$ cat src/rtl/simd_fetch_unit_pkg.sv
// Shared types and constants for the SIMD fetch front end: FSM state encoding,
// the instruction word type and the default program-terminating opcode.
package simd_fetch_unit_pkg;

    // Instruction words are always 32 bits wide, independent of the data width.
    localparam int WORD_W = 32;

    // Default opcode that ends a program; the decoder uses the same value.
    localparam logic [WORD_W-1:0] HALT_OP_DEF = 32'hFFFF_FFFF;

    typedef logic [WORD_W-1:0] word_t;

    typedef enum logic [2:0] {
        ST_IDLE   = 3'd0,
        ST_LOAD_B = 3'd1,
        ST_LOAD_A = 3'd2,
        ST_FETCH  = 3'd3,
        ST_EXEC   = 3'd4,
        ST_OUT    = 3'd5
    } fetch_state_t;

    // True when the fetched word is the program terminator.
    function automatic logic is_halt(input word_t ins, input word_t halt_op);
        return (ins == halt_op);
    endfunction

endpackage

$ cat src/rtl/simd_fetch_unit_if.sv
// Bundle of every stream and status signal around the fetch unit. The slave
// modport is the fetch unit's view; the master modport is the environment's
// (matrix source, instruction memory, execute unit, result consumer).
interface simd_fetch_unit_if #(
    parameter int N   = 2,
    parameter int DW  = 32,
    parameter int PCW = 8
);
    // Program control
    logic                start;
    logic                busy;

    // Matrix row stream
    logic                mat_valid;
    logic                mat_ready;
    logic [N*DW-1:0]     mat_in;

    // Instruction memory
    logic [PCW-1:0]      pc_ins;
    logic                instr_valid;
    logic                instr_ready;
    logic [31:0]         instrdata;

    // Execute unit
    logic [31:0]         instr;
    logic [N*N*DW-1:0]   mat_a;
    logic [N*N*DW-1:0]   mat_b;
    logic                exec_start;
    logic                exec_done;
    logic [DW-1:0]       exec_result;

    // Result stream
    logic                res_valid;
    logic                res_ready;
    logic [DW-1:0]       dataout;

    modport slave (
        input  start, mat_valid, mat_in, instr_valid, instrdata,
               exec_done, exec_result, res_ready,
        output busy, mat_ready, pc_ins, instr_ready, instr,
               mat_a, mat_b, exec_start, res_valid, dataout
    );

    modport master (
        output start, mat_valid, mat_in, instr_valid, instrdata,
               exec_done, exec_result, res_ready,
        input  busy, mat_ready, pc_ins, instr_ready, instr,
               mat_a, mat_b, exec_start, res_valid, dataout
    );

endinterface

$ cat src/rtl/simd_fetch_unit_mat_bank.sv
// NxN operand register bank with one row-wide write port. With TRANS=1 the
// incoming row k is scattered into column k, so the bank holds the transpose
// of the streamed matrix. Synchronous clear empties the whole bank.
module simd_fetch_unit_mat_bank #(
    parameter int N     = 2,
    parameter int DW    = 32,
    parameter bit TRANS = 1'b0,
    localparam int RW   = (N > 1) ? $clog2(N) : 1
) (
    input  logic              i_clk,
    input  logic              i_clr,
    input  logic              i_we,
    input  logic [RW-1:0]     i_row,
    input  logic [N*DW-1:0]   i_data,
    output logic [N*N*DW-1:0] o_mat
);

    // Element [r][c] lives at bit offset (r*N+c)*DW.
    logic [N*N*DW-1:0] r_mat;

    // Clear or write one row (or one column when transposing) per accepted beat.
    always_ff @(posedge i_clk) begin
        if (i_clr) begin
            r_mat <= '0;
        end else if (i_we) begin
            for (int c = 0; c < N; c++) begin
                if (TRANS) begin
                    r_mat[(c*N + int'(i_row))*DW +: DW] <= i_data[c*DW +: DW];
                end else begin
                    r_mat[(int'(i_row)*N + c)*DW +: DW] <= i_data[c*DW +: DW];
                end
            end
        end
    end

    assign o_mat = r_mat;

endmodule

$ cat src/rtl/simd_fetch_unit.sv
// Front end of the SIMD core. After START it streams matrix B then matrix A in
// row by row, then walks instruction memory from BASE_PC: each fetched word is
// latched, the execute unit is kicked with a one-cycle pulse, and its result is
// offered on the output stream before the PC advances. A HALT_OP word returns
// the unit to IDLE with the PC parked on the halt instruction. The banks keep
// their contents across instructions and are only rewritten by a new START.
//
// Note: i_rstn is an active-high synchronous reset despite its name; the name
// matches the surrounding core's port list.
module simd_fetch_unit
    import simd_fetch_unit_pkg::*;
#(
    parameter int             N       = 2,
    parameter int             DW      = 32,
    parameter int             PCW     = 8,
    parameter logic [PCW-1:0] BASE_PC = '0,
    parameter bit             B_TRANS = 1'b0,
    parameter word_t          HALT_OP = HALT_OP_DEF
) (
    input  logic                  i_clk,
    input  logic                  i_rstn,
    simd_fetch_unit_if.slave      bus
);

    localparam int RW = (N > 1) ? $clog2(N) : 1;
    localparam logic [RW-1:0] LAST_ROW = RW'(N - 1);

    // Control state
    fetch_state_t   r_state;
    logic [RW-1:0]  r_row;
    logic [PCW-1:0] r_pc;
    logic           r_exec_start;

    // Data held for the execute unit and the consumer
    word_t          r_instr;
    logic [DW-1:0]  r_dataout;

    // Handshake decodes
    logic w_in_load_b;
    logic w_in_load_a;
    logic w_mat_ready;
    logic w_instr_ready;
    logic w_res_valid;
    logic w_mat_hs;
    logic w_instr_hs;
    logic w_res_hs;
    logic w_last_row;
    logic w_we_a;
    logic w_we_b;

    // Ready/valid outputs are pure decodes of the registered state, so they
    // change only on clock edges and never depend on the partner's signals.
    assign w_in_load_b   = (r_state == ST_LOAD_B);
    assign w_in_load_a   = (r_state == ST_LOAD_A);
    assign w_mat_ready   = w_in_load_b | w_in_load_a;
    assign w_instr_ready = (r_state == ST_FETCH);
    assign w_res_valid   = (r_state == ST_OUT);

    assign w_mat_hs      = bus.mat_valid   & w_mat_ready;
    assign w_instr_hs    = bus.instr_valid & w_instr_ready;
    assign w_res_hs      = bus.res_ready   & w_res_valid;
    assign w_last_row    = (r_row == LAST_ROW);

    // Row writes land on the same edge as the handshake.
    assign w_we_b        = w_mat_hs & w_in_load_b;
    assign w_we_a        = w_mat_hs & w_in_load_a;

    // Sequencer: load B, load A, then fetch/execute/output until HALT_OP.
    always_ff @(posedge i_clk) begin
        if (i_rstn) begin
            r_state      <= ST_IDLE;
            r_row        <= '0;
            r_pc         <= BASE_PC;
            r_exec_start <= 1'b0;
            r_instr      <= '0;
            r_dataout    <= '0;
        end else begin
            // EXEC_START is a single-cycle pulse; it is only set on entry to EXEC.
            r_exec_start <= 1'b0;
            case (r_state)
                ST_IDLE: begin
                    if (bus.start) begin
                        r_state <= ST_LOAD_B;
                        r_row   <= '0;
                        r_pc    <= BASE_PC;
                    end
                end
                ST_LOAD_B: begin
                    if (w_mat_hs) begin
                        if (w_last_row) begin
                            r_row   <= '0;
                            r_state <= ST_LOAD_A;
                        end else begin
                            r_row   <= r_row + 1'b1;
                        end
                    end
                end
                ST_LOAD_A: begin
                    if (w_mat_hs) begin
                        if (w_last_row) begin
                            r_row   <= '0;
                            r_state <= ST_FETCH;
                        end else begin
                            r_row   <= r_row + 1'b1;
                        end
                    end
                end
                ST_FETCH: begin
                    if (w_instr_hs) begin
                        r_instr <= bus.instrdata;
                        if (is_halt(bus.instrdata, HALT_OP)) begin
                            // PC stays on the halt word so software can see where it stopped.
                            r_state <= ST_IDLE;
                        end else begin
                            r_state      <= ST_EXEC;
                            r_exec_start <= 1'b1;
                        end
                    end
                end
                ST_EXEC: begin
                    // Done is accepted in every EXEC cycle, including the one
                    // carrying the start pulse, for single-cycle operations.
                    if (bus.exec_done) begin
                        r_dataout <= bus.exec_result;
                        r_state   <= ST_OUT;
                    end
                end
                ST_OUT: begin
                    if (w_res_hs) begin
                        // Natural modulo-2**PCW wrap; no overflow indication.
                        r_pc    <= r_pc + 1'b1;
                        r_state <= ST_FETCH;
                    end
                end
                default: begin
                    r_state <= ST_IDLE;
                end
            endcase
        end
    end

    // Operand bank A is always stored in row order.
    simd_fetch_unit_mat_bank #(
        .N     (N),
        .DW    (DW),
        .TRANS (1'b0)
    ) u_bank_a (
        .i_clk  (i_clk),
        .i_clr  (i_rstn),
        .i_we   (w_we_a),
        .i_row  (r_row),
        .i_data (bus.mat_in),
        .o_mat  (bus.mat_a)
    );

    // Operand bank B is optionally transposed on the way in.
    simd_fetch_unit_mat_bank #(
        .N     (N),
        .DW    (DW),
        .TRANS (B_TRANS)
    ) u_bank_b (
        .i_clk  (i_clk),
        .i_clr  (i_rstn),
        .i_we   (w_we_b),
        .i_row  (r_row),
        .i_data (bus.mat_in),
        .o_mat  (bus.mat_b)
    );

    assign bus.mat_ready   = w_mat_ready;
    assign bus.instr_ready = w_instr_ready;
    assign bus.res_valid   = w_res_valid;
    assign bus.busy        = (r_state != ST_IDLE);
    assign bus.pc_ins      = r_pc;
    assign bus.instr       = r_instr;
    assign bus.exec_start  = r_exec_start;
    assign bus.dataout     = r_dataout;

endmodule

$ cat src/flat_wrapper.sv
// flat-port wrapper written by rule: the top's interface ports become plain ports
module simd_fetch_unit_flat import simd_fetch_unit_pkg::*;
#(
    parameter int             N       = 2,
    parameter int             DW      = 32,
    parameter int             PCW     = 8,
    parameter logic [PCW-1:0] BASE_PC = '0,
    parameter bit             B_TRANS = 1'b0,
    parameter word_t          HALT_OP = HALT_OP_DEF
)
  (i_clk, i_rstn, bus_start, bus_mat_valid, bus_mat_in, bus_instr_valid, bus_instrdata, bus_exec_done, bus_exec_result, bus_res_ready, bus_busy, bus_mat_ready, bus_pc_ins, bus_instr_ready, bus_instr, bus_mat_a, bus_mat_b, bus_exec_start, bus_res_valid, bus_dataout);
  simd_fetch_unit_if #(.N(N), .DW(DW), .PCW(PCW)) bus_i ();
  input  logic i_clk;
  input  logic i_rstn;
  input wire logic [$bits(bus_i.start)-1:0] bus_start;
  input wire logic [$bits(bus_i.mat_valid)-1:0] bus_mat_valid;
  input wire logic [$bits(bus_i.mat_in)-1:0] bus_mat_in;
  input wire logic [$bits(bus_i.instr_valid)-1:0] bus_instr_valid;
  input wire logic [$bits(bus_i.instrdata)-1:0] bus_instrdata;
  input wire logic [$bits(bus_i.exec_done)-1:0] bus_exec_done;
  input wire logic [$bits(bus_i.exec_result)-1:0] bus_exec_result;
  input wire logic [$bits(bus_i.res_ready)-1:0] bus_res_ready;
  output wire logic [$bits(bus_i.busy)-1:0] bus_busy;
  output wire logic [$bits(bus_i.mat_ready)-1:0] bus_mat_ready;
  output wire logic [$bits(bus_i.pc_ins)-1:0] bus_pc_ins;
  output wire logic [$bits(bus_i.instr_ready)-1:0] bus_instr_ready;
  output wire logic [$bits(bus_i.instr)-1:0] bus_instr;
  output wire logic [$bits(bus_i.mat_a)-1:0] bus_mat_a;
  output wire logic [$bits(bus_i.mat_b)-1:0] bus_mat_b;
  output wire logic [$bits(bus_i.exec_start)-1:0] bus_exec_start;
  output wire logic [$bits(bus_i.res_valid)-1:0] bus_res_valid;
  output wire logic [$bits(bus_i.dataout)-1:0] bus_dataout;
  assign bus_i.start = bus_start;
  assign bus_i.mat_valid = bus_mat_valid;
  assign bus_i.mat_in = bus_mat_in;
  assign bus_i.instr_valid = bus_instr_valid;
  assign bus_i.instrdata = bus_instrdata;
  assign bus_i.exec_done = bus_exec_done;
  assign bus_i.exec_result = bus_exec_result;
  assign bus_i.res_ready = bus_res_ready;
  assign bus_busy = bus_i.busy;
  assign bus_mat_ready = bus_i.mat_ready;
  assign bus_pc_ins = bus_i.pc_ins;
  assign bus_instr_ready = bus_i.instr_ready;
  assign bus_instr = bus_i.instr;
  assign bus_mat_a = bus_i.mat_a;
  assign bus_mat_b = bus_i.mat_b;
  assign bus_exec_start = bus_i.exec_start;
  assign bus_res_valid = bus_i.res_valid;
  assign bus_dataout = bus_i.dataout;
  simd_fetch_unit #(.N(N), .DW(DW), .PCW(PCW), .BASE_PC(BASE_PC), .B_TRANS(B_TRANS), .HALT_OP(HALT_OP)) u_core (.i_clk(i_clk), .i_rstn(i_rstn), .bus(bus_i));
endmodule
$ cat config.mk
export PLATFORM = sky130hd
export DESIGN_NAME = simd_fetch_unit_flat
export DESIGN_NICKNAME = d
export VERILOG_FILES = /design/src/rtl/simd_fetch_unit_pkg.sv /design/src/rtl/simd_fetch_unit_if.sv /design/src/rtl/simd_fetch_unit_mat_bank.sv /design/src/rtl/simd_fetch_unit.sv /design/src/flat_wrapper.sv
export SDC_FILE = /design/constraint.sdc
export NUM_CORES = 1
export LEC_CHECK = 0
export ABC_AREA = 1
export CORE_AREA = 2 2 181 183
export CTS_CLUSTER_DIAMETER = 150
export CTS_CLUSTER_SIZE = 12
export DETAILED_ROUTE_END_ITERATION = 7
export DIE_AREA = 0 0 183 185
export PLACE_DENSITY = 0.73
export SYNTH_ARGS = -nofsm -noshare
export SYNTH_HDL_FRONTEND = slang
export SYNTH_SLANG_ARGS = --single-unit
$ cat constraint.sdc
create_clock -name i_clk -period 2.5 [get_ports i_clk]
set_input_delay 0.5 -clock i_clk [delete_from_list [all_inputs] [get_ports i_clk]]
set_output_delay 0.5 -clock i_clk [all_outputs]
set_load 0.005 [all_outputs]
== After elaboration in Yosys (flattened, before gate mapping) ==
Cells that the tools add are included.
Cells by class
  muxes and demuxes: 26
  reductions and logical operators: 11
  magnitude comparators: 0
  div/mod/pow operators: 0
  shift-type cells: 4
  add/sub/neg operators: 5
  equality and inequality tests: 15
  bitwise gates (word level): 8
  multipliers: 0
Operators with widths (count)
  bitwise mux 128 bit: 4
  two-way mux 128 bit: 4
  variable shift 32 x 33 -> 128 bit (first input constant): 2
  variable part select 32 x 33 -> 128 bit: 2
  negator 7 -> 33 bit: 1
  negator 8 -> 33 bit: 1
  == test 32 bit (second input constant): 1
  two-way mux 3 bit: 9
  case mux 3 bit (6 select lines): 1
  two-way mux 8 bit: 2
  case mux 8 bit (2 select lines): 1
  != test 2 bit (second input constant): 6
  adder 8 x 1 -> 8 bit (second input constant): 1
  AND reduction 8 bit: 1
  == test 3 x 2 -> 1 bit (second input constant): 2
  == test 3 bit (second input constant): 2
  != test 2 x 1 -> 1 bit (second input constant): 3
  AND reduction 3 bit: 2
  bitwise AND 1 bit: 5
  two-way mux 1 bit: 4
  AND reduction 2 bit: 2
  nonzero test 2 bit: 2
  adder 2 x 1 -> 3 bit (second input constant): 1
  == test 3 x 1 -> 1 bit (second input constant): 1
  8 further kinds: 9
Storage, ports and cells
  memory bits (read-only): 0
  output and inout port bits: 333
  bits in registers: 333
  bits in writable memories: 0
  latch bits: 0
  bits of input ports: 135
  memories kept: 0
  word-level logic and storage cells: 77

== Logic depth before layout (Yosys ltp) ==
Gate-level depths: netlist (run 1).
  depth after elaboration: 7
  mapped depth: 10
  gate-level depth less buffers: 9

== Cells and area by module ==
From an unflattened synthesis (run 1), not the netlist that was laid out.
Unflattened totals
  cells, all modules: 1844
  area total of the unflattened synthesis: 13235.2 µm²
By module, submodules not included
  simd_fetch_unit_mat_bank: cells an instance 697, times used 2, seq. area each 2562.5 µm², area each 4999.8 µm²
  simd_fetch_unit: cells an instance 450, times used 1, seq. area each 1541.5 µm², area each 3235.6 µm²

== Least setup slack after synthesis (run 1) ==
Ideal clock, no wire load.
  path type: in2reg
  from: input bus_mat_valid
  to: register u_core.u_bank_b.r_mat[31] (netlist: u_core.u_bank_b.o_mat[31])
  stages: 5
  data arrival time: 1.347 ns
  path slack: 1.083 ns
  data required time: 2.430 ns
  path buffers: 3
  library setup time: 0.070 ns
  cells stage by stage: buf_4 -> buf_2 -> clkbuf_1 -> nand4_1 -> a21oi_1
Between the ends
  cells in the longest elaborated chain, start to end: 2
RTL lines
  start, declared: line flat_wrapper.sv:16  | input wire logic [$bits(bus_i.mat_valid)-1:0] bus_mat_valid;
  bitwise AND 1 bit: line simd_fetch_unit.sv:59  | assign w_mat_hs = bus.mat_valid & w_mat_ready;
  bitwise AND 1 bit: line simd_fetch_unit.sv:65  | assign w_we_b = w_mat_hs & w_in_load_b;
  end signal, assigned by index: line simd_fetch_unit_mat_bank.sv:28  | r_mat[(c*N + int'(i_row))*DW +: DW] <= i_data[c*DW +: DW];
  end signal, assigned by index: line simd_fetch_unit_mat_bank.sv:30  | r_mat[(int'(i_row)*N + c)*DW +: DW] <= i_data[c*DW +: DW];
  end, declared: line simd_fetch_unit_mat_bank.sv:19  | logic [N*N*DW-1:0] r_mat;
Every way passes these cells.
A chain may end at the register's enable or synchronous reset.

== Worst setup path after layout (run 1) ==
  from: register u_core.r_state[0]
  to: output bus_busy
Between the ends
  cells in the longest elaborated chain, start to end: 1
RTL lines
  start, declared: line simd_fetch_unit.sv:29  | fetch_state_t r_state;
  start signal, assigned: line simd_fetch_unit.sv:71  | r_state <= ST_IDLE;
  start signal, assigned: line simd_fetch_unit.sv:83  | r_state <= ST_LOAD_B;
  start signal, assigned: line simd_fetch_unit.sv:92  | r_state <= ST_LOAD_A;
  nonzero test 3 bit: line simd_fetch_unit.sv:173  | assign bus.busy = (r_state != ST_IDLE);
  end, declared: line flat_wrapper.sv:23  | output wire logic [$bits(bus_i.busy)-1:0] bus_busy;
Every way passes these cells.

==> metrics, run 1 <==
outcome=complete, no violations; leakage=6.06 nW; final core utilization=0.568; synth cell count leaders=dfxtp_1, a21oi_1, nand2_1; I/O pin total=468; first-pass GRT wire length=64.9 mm; Netlist Area Pre-Place=12600 um^2; mux cell area share after synthesis=0; CTS tree=yes; CP bufs+invs=1; layout cell share with drive strength beyond 1=0.0418; Worst path max stage delay=560 ps; drt pass-1 iters=7; area leader, netlist=dfxtp_1; main flop type after synthesis=dfxtp_1; vias per cell=5.23; Worst Skew=15.6 ps; DP HPWL=28.8 mm; Nets=2095; Via Count=12.4k; max cap viols=0; gpl congestion=0.876; Starting Density=0.394; xor-xnor portion of the synthesized cell area=0.000694; Synth Area in Adders=0.000991; Clock Tree Buf Depth=3; Port Buf Inserts=467; gr ovfl total=0; Post-Syn Nets=1705; Fillers=2908; CTS Buf Count=31; Cell Pwr Density=749 nW/um^2; Crit Path Class=reg2out; final wirelength=42.4 mm; Post-CTS Hold Buffers=0; Ant. Diodes=0; initial drt markers=922; Compound-Gate Fraction of Synth Area=0.197; post-synthesis area per instance=8.04 um^2; post-synth cell types=30; register area=6670 um^2; num rows=66; simple logic cell fraction of the synthesized area=0.163; synth warn=0; worst vdd ir=0.499 mV; Placed Instances=2334; Area growth, synth to finish=44.2%; sequential fraction of the synthesis area=0.528; Period minus WS final=2420 ps; die height=185 um; initial antenna violation count=0; Worst-path clk slew=60 ps; die area=33900 um^2; crit path DAT=1920 ps; asr flop ratio synth=0; CP max stage cell=clkdlybuf4s50_1; CP Launch Type=flip-flop; post-CTS setup buffer count=0; cell with the most instances after synthesis=dfxtp_1; Area contributors post-synth=dfxtp_1, a21oi_1, nand4_1, nand2_1, o21ai_0; largest family of logic cells by synthesized area=compound AO/OA/AOI/OAI gates; Die Span X=183 um; Core ar.=32000 um^2; worst-path fanout max=8; final setup vio count=0; Seq cells post-synth=333; wire length per cell=17.9 um; Worst-Skew Late Latency=560 ps; Hold Worst Slack=439 ps; final hold vios=0; slew margin rel.=0.432; H-Tree Depth=1; sequence of cells on the critical path=nor2_2, nand2_1, clkdlybuf4s50_1; worst hold path class=reg2reg; Routed Antenna Nets=0; Post-synth EDFFs=0; total track usage=0.238; Multi-input gate area=4600 um^2; Setup crit end kind=output port; Fmax=414 MHz; CTS root buffer=clkbuf_16; Tcrit/Tclk final=0.967; largest net degree at the start of global routing=165; required time worst endpoint=2000 ps; Synth Instances=1569; fin cells=2368; number of global-route vias before repair=11.5k; Slew @ Worst Pin=852 ps; Sink Count=333; RSZ-0062 raised after global routing=yes; delay-heaviest family, CP=buffers and inverters; Pins Over Slew Limit=0; Synth top area share=0.528; DRC=0
-- routing by layer --
metal	share of wire	global-route usage	vias up
met5	0	0	-
met4	0.033	0.0755	0
met3	0.072	0.0492	85
met2	0.48	0.406	467
met1	0.41	0.301	5793
li1	-	-	6038
-- metrics by stage --
| step | setup TNS [ps] | instance area [um^2] | power, mW | setup slack (ps) |
|---|---|---|---|---|
| after floorplan | 0 | 12600 | 7.85 | 1080 |
| final | 0 | 18200 | 13.6 | 82.7 |
| after CTS | 0 | 18200 | 13.8 | 22.9 |
| after global routing | -0.0733 | 18200 | 14.3 | -0.0733 |
| after global placement | 0 | 17400 | 9.58 | 365 |
| after detailed placement | 0 | 17400 | 9.66 | 252 |
-- path summary, 6_finish.rpt --
| path | start | endpoint | slack [ps] | depth (start not counted) |
|---|---|---|---|---|
| setup / recovery | u_core.r_state[0] | bus_busy | 80 | 3 |
| hold / removal | u_core.u_bank_b.o_mat[124] | u_core.u_bank_b.o_mat[124] | 440 | 2 |
| setup reg to reg | u_core.r_state[2] | u_core.u_bank_a.o_mat[75] | 330 | 6 |
| hold reg to reg | u_core.u_bank_b.o_mat[124] | u_core.u_bank_b.o_mat[124] | 440 | 2 |
-- report_power, final --
group          internal (mW)  switching (mW)
Combinational           1.52            1.87
Clock                   2.18            1.90
Sequential              5.81           0.340
-- cells in the final DEF, fill, tap and decap left out --
cell	synthesis	final
inv_2	2	2
nor3_1	5	5
clkbuf_16	0	31
xor2_1	1	1
nand2_1	210	209
ha_1	1	1
clkinv_1	2	1
and3_1	1	1
inv_4	2	3
o21bai_1	1	1
nand3b_2	1	1
nand3_1	43	42
nor2_2	1	1
o21ai_0	154	154
nor2_1	26	26
buf_12	0	7
dfxtp_2	0	1
nand3_2	5	3
a211oi_2	1	1
o21ai_1	9	9
buf_4	7	19
nor2_4	1	1
inv_6	0	1
dfxtp_1	333	331
dfxtp_4	0	1
clkbuf_1	69	1
buf_6	17	1
a21oi_1	326	326
nand3_4	1	4
nand2_2	2	3
nand4_1	131	131
inv_1	174	174
clkinv_2	0	1
clkdlybuf4s50_1	0	464
o21ai_4	1	1
dlymetal6s2s_1	0	1
-- state kept, by name (all words and copies together) (netlist names) --
| name | cells |
|---|---|
| u_core.bus.instr | 32 |
| u_core.bus.pc_ins | 8 |
| u_core.r_row | 1 |
| u_core.u_bank_a.o_mat | 128 |
| u_core.bus.exec_start | 1 |
| u_core.u_bank_b.o_mat | 128 |
| u_core.r_state | 3 |
| u_core.bus.dataout | 32 |
-- worst reg2reg max path, cell delays in order, from the launching register on --
cell and delay (ps):
dfxtp_2 390, nor2_1 170, nand2_2 110, inv_4 250
nand3_4 700, nand2_1 300, a21oi_1 90
-- cell type report --
| class | instances | area share |
|---|---|---|
| sequential | 333 | 0.366 |
| timing repair buffer | 492 | 0.272 |
| tap | 408 | 0.0280 |
| multi-input combinational | 921 | 0.252 |
| clock inverter | 2 | 0.000756 |
| inverter | 180 | 0.0375 |
| clock buffer | 32 | 0.0428 |
-- logic make-up (layout without fill, tap and decap cells) --
kind of cell,count (synthesis),in the layout
compound gates,492,492
simple gates,427,427
flops,333,333
buf+inv,315,706
fa+ha+maj,1,1
xor+xnor,1,1
-- what timing repair did --
item / CTS / global route
pin swaps: 0 / 0
gates resized for setup: 2 / 2
endpoints found under the hold margin: 0 / 0
endpoints found under the setup margin: 3 / 2
No activity file was read; power rests on OpenSTA's default activity.
==> inputs of run 2 (changes only) <==
clock period = 2.9 ns   (was 2.5 ns; I/O delays follow)
==> run 2 against run 1 <==
Global-route usage barely moved. Cell count down 0.17%. Critical endpoint is now bus_res_valid. Worst hold slack better by 2.4 ps. Cell area shrank 0.26%. Largest power group unchanged.
==> metrics, run 2 (synthesized netlist as in run 1, its figures left out) <==
outcome=complete, no violations; CTS root buffer=clkbuf_16; layout cell share with drive strength beyond 1=0.0379; worst reg-to-reg setup slack=580 ps; I/O pin total=468; first-pass GRT wire length=64.8 mm; Routed Antenna Nets=0; Die Span X=183 um; die area=33900 um^2; register area=6670 um^2; CTS Buf Count=31; Tcrit/Tclk final=0.947; H-Tree Depth=1; Worst Reg2Reg Path Length in Cells=7; largest net degree at the start of global routing=165; Worst-path clk slew=60 ps; Port Buf Inserts=467; Nets=2091; worst vdd ir=0.439 mV; wire length per cell=18.0 um; final setup vio count=0; Fillers=2866; leakage=6.02 nW; post-CTS setup buffer count=0; drt pass-1 iters=6; Core ar.=32000 um^2; Via Count=12.3k; initial drt markers=884; slew margin rel.=0.429; initial antenna violation count=1; CTS tree=yes; Starting Density=0.394; final hold vios=0; Fmax=364 MHz; num rows=66; Pins Over Slew Limit=0; max cap viols=0; Sink Count=333; gpl congestion=0.900; Post-CTS Hold Buffers=0; final wirelength=42.7 mm; Area growth, synth to finish=43.9%; Crit Path Class=reg2out; Worst-Skew Late Latency=560 ps; most frequent cells in the layout=clkdlybuf4s50_1, dfxtp_1, a21oi_1, nand2_1, inv_1; Slew @ Worst Pin=856 ps; number of global-route vias before repair=11.6k; Multi-input gate area=4590 um^2; crit path DAT=2170 ps; vias per cell=5.22; total track usage=0.237; worst hold path class=reg2reg; Clock Tree Buf Depth=3; cts repair resizes=0; Setup crit end kind=output port; DP HPWL=28.9 mm; Cell Pwr Density=645 nW/um^2; DRC=0; setup TNS=0 ps; worst-path fanout max=10; gr ovfl total=0; Hold Worst Slack=442 ps; RSZ-0062 raised after global routing=no; die height=185 um; hold path cells=2; required time worst endpoint=2320 ps; Period minus WS final=2750 ps; CP Launch Type=flip-flop; commonest non-fill, non-tap cell in the layout=clkdlybuf4s50_1; Worst Skew=8.98 ps
[run 2: stage by stage]
stage          utilization  std cells  instance area (um^2)  worst slack (ps)  power (mW)
2_1_floorplan            -       1569                 12600              1400        6.77
3_3_place_gp         0.542       2330                 17400               624        8.21
3_5_place_dp         0.542       2330                 17400               569        8.29
4_1_cts              0.567       2363                 18200               156        11.8
5_1_grt              0.567       2364                 18200              46.2        12.3
6_report             0.567       2364                 18200               153        11.7
[run 2: routing by layer]
metal  GRT usage  vias up  share of wire
met5           0        -              0
met4      0.0886        0          0.034
met3      0.0517       76          0.071
met2       0.403      464           0.48
met1       0.296     5779           0.42
li1            -     6025              -
[run 2: where the power goes]
group | internal [mW] | switching (mW) | leakage (nW)
clock network | 1.87 | 1.64 | 0.387
logic | 1.30 | 1.64 | 2.94
registers | 5.01 | 0.258 | 2.69
total | 8.18 | 3.54 | 6.02
[run 2: layout make-up]
type	instances	share of cell area
Antenna cell	1	0.000138
Clock buffer	32	0.0429
Clock inverter	1	0.000276
Inverter	180	0.0376
Multi-Input combinational cell	921	0.253
Sequential cell	333	0.367
Tap cell	408	0.0281
Timing Repair Buffer	488	0.271
[run 2: path summary, 6_finish.rpt]
path / from / to
worst min-delay path: u_core.bus.dataout[13] / u_core.bus.dataout[13]
worst min register to register: u_core.bus.dataout[13] / u_core.bus.dataout[13]
worst max register to register: u_core.r_state[2] / u_core.u_bank_a.o_mat[45]
worst max-delay path: u_core.r_state[2] / bus_res_valid
[run 2: worst max-delay path: stages (launching register included)]
cell and delay, ps:
dfxtp_1 600, nand3_1 350, inv_1 140, clkdlybuf4s50_1 510
